## config.mk

```make
export PLATFORM = sky130hd
export DESIGN_NAME = disparity_search_ctrl_flat
export DESIGN_NICKNAME = d
export VERILOG_FILES = /design/src/rtl/disparity_search_ctrl_if.sv /design/src/rtl/disparity_search_ctrl.sv /design/src/flat_wrapper.sv
export SDC_FILE = /design/constraint.sdc
export NUM_CORES = 1
export LEC_CHECK = 0
export BUFFER_PORTS_ARGS = -buffer_cell sky130_fd_sc_hd__buf_2
export CORE_AREA = 10 10 149 151
export DETAILED_ROUTE_END_ITERATION = 8
export DIE_AREA = 0 0 159 161
export GPL_TIMING_DRIVEN = 0
export PLACE_DENSITY = 0.65
export SLEW_MARGIN = 20
export SYNTH_ARGS = -nofsm -noshare
export SYNTH_HDL_FRONTEND = slang
export SYNTH_SLANG_ARGS = --single-unit
```

## constraint.sdc

```tcl
create_clock -name clk_in -period 6.9 [get_ports clk_in]
set_clock_uncertainty 0.2 [all_clocks]
set_input_delay 2.07 -clock clk_in [delete_from_list [all_inputs] [get_ports clk_in]]
set_output_delay 2.07 -clock clk_in [all_outputs]
set_load 0.01 [all_outputs]
```

## src/rtl/disparity_search_ctrl_if.sv

```systemverilog
// Bundles the disparity search controller's external signals: start/busy, the line-buffer
// fetch port, the SSD engine operand/cost port and the result handshake.
//
// Modports:
//   master - the controller (drives busy, fetch request, mac operands, result)
//   slave  - the surrounding pipeline (drives start, fetch data, mac cost, result ready)
interface disparity_search_ctrl_if #(
    parameter int unsigned MAX_DISP   = 16,
    parameter int unsigned WIN_ROWS   = 6,
    parameter int unsigned ROW_COST_W = 20
);
    localparam int unsigned DISP_W = $clog2(MAX_DISP);
    localparam int unsigned ROW_W  = (WIN_ROWS > 1) ? $clog2(WIN_ROWS) : 1;
    localparam int unsigned ACC_W  = ROW_COST_W + $clog2(WIN_ROWS);
    localparam int unsigned PIX_W  = 48;

    logic                  start_in;
    logic                  busy_out;
    logic                  fetch_req_out;
    logic [DISP_W-1:0]     fetch_disp_out;
    logic [ROW_W-1:0]      fetch_row_out;
    logic                  fetch_valid_in;
    logic [PIX_W-1:0]      fetch_left_in;
    logic [PIX_W-1:0]      fetch_right_in;
    logic [PIX_W-1:0]      mac_left_out;
    logic [PIX_W-1:0]      mac_right_out;
    logic                  mac_valid_out;
    logic [ROW_COST_W-1:0] mac_cost_in;
    logic                  result_valid_out;
    logic                  result_ready_in;
    logic [DISP_W-1:0]     best_disp_out;
    logic [ACC_W-1:0]      best_cost_out;

    modport master (
        input  start_in, fetch_valid_in, fetch_left_in, fetch_right_in, mac_cost_in,
               result_ready_in,
        output busy_out, fetch_req_out, fetch_disp_out, fetch_row_out, mac_left_out,
               mac_right_out, mac_valid_out, result_valid_out, best_disp_out, best_cost_out
    );

    modport slave (
        output start_in, fetch_valid_in, fetch_left_in, fetch_right_in, mac_cost_in,
               result_ready_in,
        input  busy_out, fetch_req_out, fetch_disp_out, fetch_row_out, mac_left_out,
               mac_right_out, mac_valid_out, result_valid_out, best_disp_out, best_cost_out
    );
endinterface

```

## src/rtl/disparity_search_ctrl.sv

```systemverilog
// Disparity search sequencer for one output pixel. Sweeps disparities 0..MAX_DISP-1, fetches
// WIN_ROWS left/right row pairs per disparity, hands each pair to the combinational SSD engine,
// sums the row costs and keeps the lowest-cost disparity (ties keep the lower disparity).
//
// Ports:
//   clk_in    - single clock, posedge
//   rst_n_in  - asynchronous active-low reset; aborts any search, all outputs return to 0
//   bus       - disparity_search_ctrl_if.master: start/busy, fetch port, SSD engine port,
//               result valid/ready handshake
//
// Optional feature: define DISP_SEARCH_EARLY_TERM_EN to abandon a disparity as soon as its
// running sum reaches the current best cost. Results are unchanged; only latency shrinks.
module disparity_search_ctrl #(
    parameter int unsigned MAX_DISP   = 16,
    parameter int unsigned WIN_ROWS   = 6,
    parameter int unsigned ROW_COST_W = 20
) (
    input logic                    clk_in,
    input logic                    rst_n_in,
    disparity_search_ctrl_if.master bus
);
    localparam int unsigned DISP_W = $clog2(MAX_DISP);
    localparam int unsigned ROW_W  = (WIN_ROWS > 1) ? $clog2(WIN_ROWS) : 1;
    localparam int unsigned ACC_W  = ROW_COST_W + $clog2(WIN_ROWS);
    localparam int unsigned PIX_W  = 48;

    typedef enum logic [2:0] {
        StIdle,
        StFetch,
        StAccum,
        StCompare,
        StDone
    } state_e;

    state_e            state_q, state_d;
    logic [DISP_W-1:0] disp_q, disp_d;
    logic [ROW_W-1:0]  row_q, row_d;
    logic [ACC_W-1:0]  acc_q, acc_d;
    logic [ACC_W-1:0]  best_cost_q, best_cost_d;
    logic [DISP_W-1:0] best_disp_q, best_disp_d;
    logic              best_valid_q, best_valid_d;
    logic [PIX_W-1:0]  mac_left_q, mac_left_d;
    logic [PIX_W-1:0]  mac_right_q, mac_right_d;

    logic [ACC_W-1:0]  acc_sum;
    logic              last_row;
    logic              last_disp;
    logic              early_stop;

    assign acc_sum   = acc_q + ACC_W'(bus.mac_cost_in);
    assign last_row  = (row_q == ROW_W'(WIN_ROWS - 1));
    assign last_disp = (disp_q == DISP_W'(MAX_DISP - 1));

`ifdef DISP_SEARCH_EARLY_TERM_EN
    // Once the partial sum has reached the best cost this candidate can never win, so skip
    // the remaining rows; COMPARE then rejects it on the strict less-than test.
    assign early_stop = best_valid_q && (acc_sum >= best_cost_q);
`else
    assign early_stop = 1'b0;
`endif

    always_comb begin
        state_d      = state_q;
        disp_d       = disp_q;
        row_d        = row_q;
        acc_d        = acc_q;
        best_cost_d  = best_cost_q;
        best_disp_d  = best_disp_q;
        best_valid_d = best_valid_q;
        mac_left_d   = mac_left_q;
        mac_right_d  = mac_right_q;

        unique case (state_q)
            StIdle: begin
                if (bus.start_in) begin
                    disp_d       = '0;
                    row_d        = '0;
                    acc_d        = '0;
                    best_valid_d = 1'b0;
                    state_d      = StFetch;
                end
            end
            StFetch: begin
                if (bus.fetch_valid_in) begin
                    mac_left_d  = bus.fetch_left_in;
                    mac_right_d = bus.fetch_right_in;
                    state_d     = StAccum;
                end
            end
            StAccum: begin
                acc_d = acc_sum;
                if (last_row || early_stop) begin
                    state_d = StCompare;
                end else begin
                    row_d   = row_q + ROW_W'(1);
                    state_d = StFetch;
                end
            end
            StCompare: begin
                if (!best_valid_q || (acc_q < best_cost_q)) begin
                    best_cost_d  = acc_q;
                    best_disp_d  = disp_q;
                    best_valid_d = 1'b1;
                end
                acc_d = '0;
                row_d = '0;
                if (last_disp) begin
                    state_d = StDone;
                end else begin
                    disp_d  = disp_q + DISP_W'(1);
                    state_d = StFetch;
                end
            end
            StDone: begin
                if (bus.result_ready_in) begin
                    state_d = StIdle;
                end
            end
            default: state_d = StIdle;
        endcase
    end

    always_ff @(posedge clk_in or negedge rst_n_in) begin
        if (!rst_n_in) begin
            state_q      <= StIdle;
            disp_q       <= '0;
            row_q        <= '0;
            acc_q        <= '0;
            best_cost_q  <= '0;
            best_disp_q  <= '0;
            best_valid_q <= 1'b0;
            mac_left_q   <= '0;
            mac_right_q  <= '0;
        end else begin
            state_q      <= state_d;
            disp_q       <= disp_d;
            row_q        <= row_d;
            acc_q        <= acc_d;
            best_cost_q  <= best_cost_d;
            best_disp_q  <= best_disp_d;
            best_valid_q <= best_valid_d;
            mac_left_q   <= mac_left_d;
            mac_right_q  <= mac_right_d;
        end
    end

    assign bus.busy_out         = (state_q != StIdle);
    assign bus.fetch_req_out    = (state_q == StFetch);
    assign bus.fetch_disp_out   = disp_q;
    assign bus.fetch_row_out    = row_q;
    assign bus.mac_left_out     = mac_left_q;
    assign bus.mac_right_out    = mac_right_q;
    assign bus.mac_valid_out    = (state_q == StAccum);
    assign bus.result_valid_out = (state_q == StDone);
    assign bus.best_disp_out    = best_disp_q;
    assign bus.best_cost_out    = best_cost_q;

endmodule

```

## src/flat_wrapper.sv

```systemverilog
// flat-port wrapper written by rule: the top's interface ports become plain ports
module disparity_search_ctrl_flat 
#(
    parameter int unsigned MAX_DISP   = 16,
    parameter int unsigned WIN_ROWS   = 6,
    parameter int unsigned ROW_COST_W = 20
)
  (clk_in, rst_n_in, bus_start_in, bus_fetch_valid_in, bus_fetch_left_in, bus_fetch_right_in, bus_mac_cost_in, bus_result_ready_in, bus_busy_out, bus_fetch_req_out, bus_fetch_disp_out, bus_fetch_row_out, bus_mac_left_out, bus_mac_right_out, bus_mac_valid_out, bus_result_valid_out, bus_best_disp_out, bus_best_cost_out);
  disparity_search_ctrl_if #(.MAX_DISP(MAX_DISP), .WIN_ROWS(WIN_ROWS), .ROW_COST_W(ROW_COST_W)) bus_i ();
  input logic clk_in;
  input logic rst_n_in;
  input wire logic [$bits(bus_i.start_in)-1:0] bus_start_in;
  input wire logic [$bits(bus_i.fetch_valid_in)-1:0] bus_fetch_valid_in;
  input wire logic [$bits(bus_i.fetch_left_in)-1:0] bus_fetch_left_in;
  input wire logic [$bits(bus_i.fetch_right_in)-1:0] bus_fetch_right_in;
  input wire logic [$bits(bus_i.mac_cost_in)-1:0] bus_mac_cost_in;
  input wire logic [$bits(bus_i.result_ready_in)-1:0] bus_result_ready_in;
  output wire logic [$bits(bus_i.busy_out)-1:0] bus_busy_out;
  output wire logic [$bits(bus_i.fetch_req_out)-1:0] bus_fetch_req_out;
  output wire logic [$bits(bus_i.fetch_disp_out)-1:0] bus_fetch_disp_out;
  output wire logic [$bits(bus_i.fetch_row_out)-1:0] bus_fetch_row_out;
  output wire logic [$bits(bus_i.mac_left_out)-1:0] bus_mac_left_out;
  output wire logic [$bits(bus_i.mac_right_out)-1:0] bus_mac_right_out;
  output wire logic [$bits(bus_i.mac_valid_out)-1:0] bus_mac_valid_out;
  output wire logic [$bits(bus_i.result_valid_out)-1:0] bus_result_valid_out;
  output wire logic [$bits(bus_i.best_disp_out)-1:0] bus_best_disp_out;
  output wire logic [$bits(bus_i.best_cost_out)-1:0] bus_best_cost_out;
  assign bus_i.start_in = bus_start_in;
  assign bus_i.fetch_valid_in = bus_fetch_valid_in;
  assign bus_i.fetch_left_in = bus_fetch_left_in;
  assign bus_i.fetch_right_in = bus_fetch_right_in;
  assign bus_i.mac_cost_in = bus_mac_cost_in;
  assign bus_i.result_ready_in = bus_result_ready_in;
  assign bus_busy_out = bus_i.busy_out;
  assign bus_fetch_req_out = bus_i.fetch_req_out;
  assign bus_fetch_disp_out = bus_i.fetch_disp_out;
  assign bus_fetch_row_out = bus_i.fetch_row_out;
  assign bus_mac_left_out = bus_i.mac_left_out;
  assign bus_mac_right_out = bus_i.mac_right_out;
  assign bus_mac_valid_out = bus_i.mac_valid_out;
  assign bus_result_valid_out = bus_i.result_valid_out;
  assign bus_best_disp_out = bus_i.best_disp_out;
  assign bus_best_cost_out = bus_i.best_cost_out;
  disparity_search_ctrl #(.MAX_DISP(MAX_DISP), .WIN_ROWS(WIN_ROWS), .ROW_COST_W(ROW_COST_W)) u_core (.clk_in(clk_in), .rst_n_in(rst_n_in), .bus(bus_i));
endmodule
```

==> results.json <==
{
  "outcome": "completed",
  "ctsRootBufferMaster": "sky130_fd_sc_hd__clkbuf_16",
  "std_cell_rows": 51,
  "synth_flop_cell": "sky130_fd_sc_hd__dfrtp_1",
  "post_cts_resized": 0,
  "irDropWorstVdd_mv": 0.188,
  "htree_num_levels": 4,
  "post_cts_hold_buffer_count": 0,
  "grt_overflow": 0,
  "maxSlewHeadroom_pct": 52.1,
  "post-route-drc-count": 0,
  "hold-worst-slack_ns": 0.287,
  "synth-edff-count": 0,
  "fmax_mhz": 220,
  "synth_largest_area_cell": "sky130_fd_sc_hd__dfrtp_1",
  "ys_seq_area_share_pct": 51.9,
  "clock_buffer_count_from_cts": 17,
  "buffer_ports.inserted": 254,
  "final-max-slew-violation-count": 0,
  "synth_fp_nets": 794,
  "via_to_cell_ratio": 4.88,
  "syn-instance-count": 627,
  "post_synth_instance_area_mm2": 0.00757,
  "drv_cap": 0,
  "boundaryPins": 255,
  "cp-start-kind": "flip-flop",
  "place_hpwl_mm": 16.3,
  "crit_path_time_final_ns": 4.55,
  "synth_seq_cells": 157,
  "first_pass_iters": 4,
  "fraction_of_layout_instances_using_a_drive_strength_above_1_pct": 46.5,
  "start_util_pct": 39.4,
  "setup-tns-final_ns": 0,
  "finalCoreUtilization_pct": 50.7,
  "ant_nets": 0,
  "place_congestion": 0.848,
  "antenna_cells": 0,
  "ys.warnings.count": 0,
  "timing.critical_path.required_ns": 4.63,
  "grt_antenna_before_repair": 0,
  "grt_setup_unrepaired": "no",
  "grt_pass1_vias": 5902,
  "power.leakage_nw": 4.89,
  "cts_setup_buffers": 0,
  "post-synth-top-count-cell": "sky130_fd_sc_hd__dfrtp_1",
  "route.detailed.wl_per_inst_um": 17.7,
  "final_net_count": 1068,
  "synth_top_area_share_pct": 51.9,
  "layout_area_overhead_pct": 28.8,
  "vias": 5739,
  "path_class": "flip-flop to output pin",
  "die_w_um": 159,
  "timing_hold_violations_final": 0,
  "die_h_um": 161,
  "hold_path_class": "flip-flop to flip-flop",
  "wire_length_of_the_first_global_routing_pass_mm": 32.8,
  "setup_viol": 0,
  "drtIter0Drc": 232,
  "post-route-period-util_pct": 66.0,
  "avgSynthCellArea_um2": 12.1,
  "dieArea_mm2": 0.0256,
  "power.density_cell_area_mw_per_mm2": 473,
  "post-place-ws_ns": 2.06,
  "final_critical_path_setup_slack_ns": 2.35,
  "synth.top_cells.by_count": "sky130_fd_sc_hd__dfrtp_1 (157), sky130_fd_sc_hd__mux2_2 (119), sky130_fd_sc_hd__ha_1 (45)",
  "worst_skew_pair_later_pin_latency_ns": 0.42,
  "grt_max_degree": 81,
  "clk_pin_slew_ns": 0.07,
  "core_area_mm2": 0.0192,
  "yosys-top-cells-area": "sky130_fd_sc_hd__dfrtp_1 (52%), sky130_fd_sc_hd__mux2_2 (18%), sky130_fd_sc_hd__ha_1 (7.4%)",
  "share_of_async_settable_or_async_resettable_flops_after_synthesis_pct": 100,
  "cts_tree": "yes",
  "layout.cells.non_filler": 1177,
  "grt_util_all_layers_pct": 16.0,
  "wl_mm": 20.8,
  "dp.cells": 1147,
  "end_kind": "output pin",
  "worstMarginPinSlew_ns": 0.707,
  "cts.path.max_buffers": 2,
  "worst-endpoint-arrival_ns": 2.28,
  "yosysUniqueCellTypes": 50,
  "critical_path.max_fanout": 10,
  "cts.sink_count": 157
}
placed cells by master, fill, tap and decap left out, types with 10 or more instances in the layout:
cell	synthesis	final
sky130_fd_sc_hd__dfrtp_1	157	157
sky130_fd_sc_hd__clkbuf_1	9	10
sky130_fd_sc_hd__inv_1	34	34
sky130_fd_sc_hd__a21oi_1	35	35
sky130_fd_sc_hd__nand2_1	43	43
sky130_fd_sc_hd__buf_2	11	264
sky130_fd_sc_hd__nand3_1	13	13
sky130_fd_sc_hd__o21ai_0	34	34
sky130_fd_sc_hd__a21o_1	13	13
sky130_fd_sc_hd__clkbuf_16	0	17
sky130_fd_sc_hd__nor2_1	20	20
sky130_fd_sc_hd__mux2_2	119	119
sky130_fd_sc_hd__ha_1	45	45
cell type report:
cell class,instances,area [um2]
clock buffer,20,457
timing repair buffer,255,1310
fill,1733,9460
inverter,34,128
clock inverter,10,80.1
buffer,25,130
sequential,157,3930
tap,265,332
multi-input combinational,411,3380
final timing paths:
| kind | start | end | slack (ns) | cells past startpoint |
|---|---|---|---|---|
| min in group asynchronous | rst_n_in | u_core.bus.best_cost_out[16] | 1.42 | 1 |
| worst min-delay path | u_core.bus.best_disp_out[2] | u_core.bus.best_disp_out[2] | 0.29 | 1 |
| worst max-delay path | u_core.state_q[2] | bus_mac_valid_out | 2.35 | 6 |
| max in group asynchronous | rst_n_in | u_core.bus.mac_left_out[14] | 4.27 | 2 |
| worst max register to register | u_core.acc_q[20] | u_core.bus.best_cost_out[5] | 3.72 | 7 |
| worst min register to register | u_core.bus.best_disp_out[2] | u_core.bus.best_disp_out[2] | 0.29 | 1 |
cell families after synthesis:
family	share of synthesized area [%]
flops	51.9
mux	18.8
compound gates	9.31
simple gates	6.78
buf+inv	3.40
fa+ha+maj	7.70
xor+xnor	2.08
registers in the layout, indices dropped and copies added, names as in the netlist:
register	count
u_core.acc_q	23
u_core.best_valid_q	1
u_core.bus.best_cost_out	23
u_core.bus.best_disp_out	4
u_core.bus.fetch_disp_out	4
u_core.bus.fetch_row_out	3
u_core.bus.mac_left_out	48
u_core.bus.mac_right_out	48
u_core.state_q	3
through the flow:
step / total power, mW / instance area, um2
after floorplan: 2.97 / 7570
after global placement: 3.73 / 9170
after detailed placement: 3.78 / 9210
after CTS: 4.68 / 9750
after global routing: 4.96 / 9750
final: 4.61 / 9750
power by group:
part / switching (mW) / internal [mW] / total (mW)
clock network: 0.395 / 0.482 / 0.877
logic: 1.16 / 1.01 / 2.17
registers: 0.237 / 1.33 / 1.57
total: 1.79 / 2.82 / 4.61
worst max-delay path, cell delays in order, from the launching register on:
cell and delay (ns):
sky130_fd_sc_hd__dfrtp_1 0.39, sky130_fd_sc_hd__clkbuf_1 0.21, sky130_fd_sc_hd__nor2_1 0.14, sky130_fd_sc_hd__nand2_1 0.25
sky130_fd_sc_hd__inv_1 0.23, sky130_fd_sc_hd__buf_1 0.40, sky130_fd_sc_hd__buf_2 0.24
metal layers:
| metal | GRT usage [%] | vias up | routed length (um) |
|---|---|---|---|
| met5 | 0 | - | 0 |
| met4 | 6.53 | 0 | 542 |
| met3 | 4.32 | 31 | 1080 |
| met2 | 26.4 | 148 | 10200 |
| met1 | 19.6 | 2771 | 8940 |
| li1 | - | 2789 | - |
Note: power is estimated with default switching activity, not from simulation.
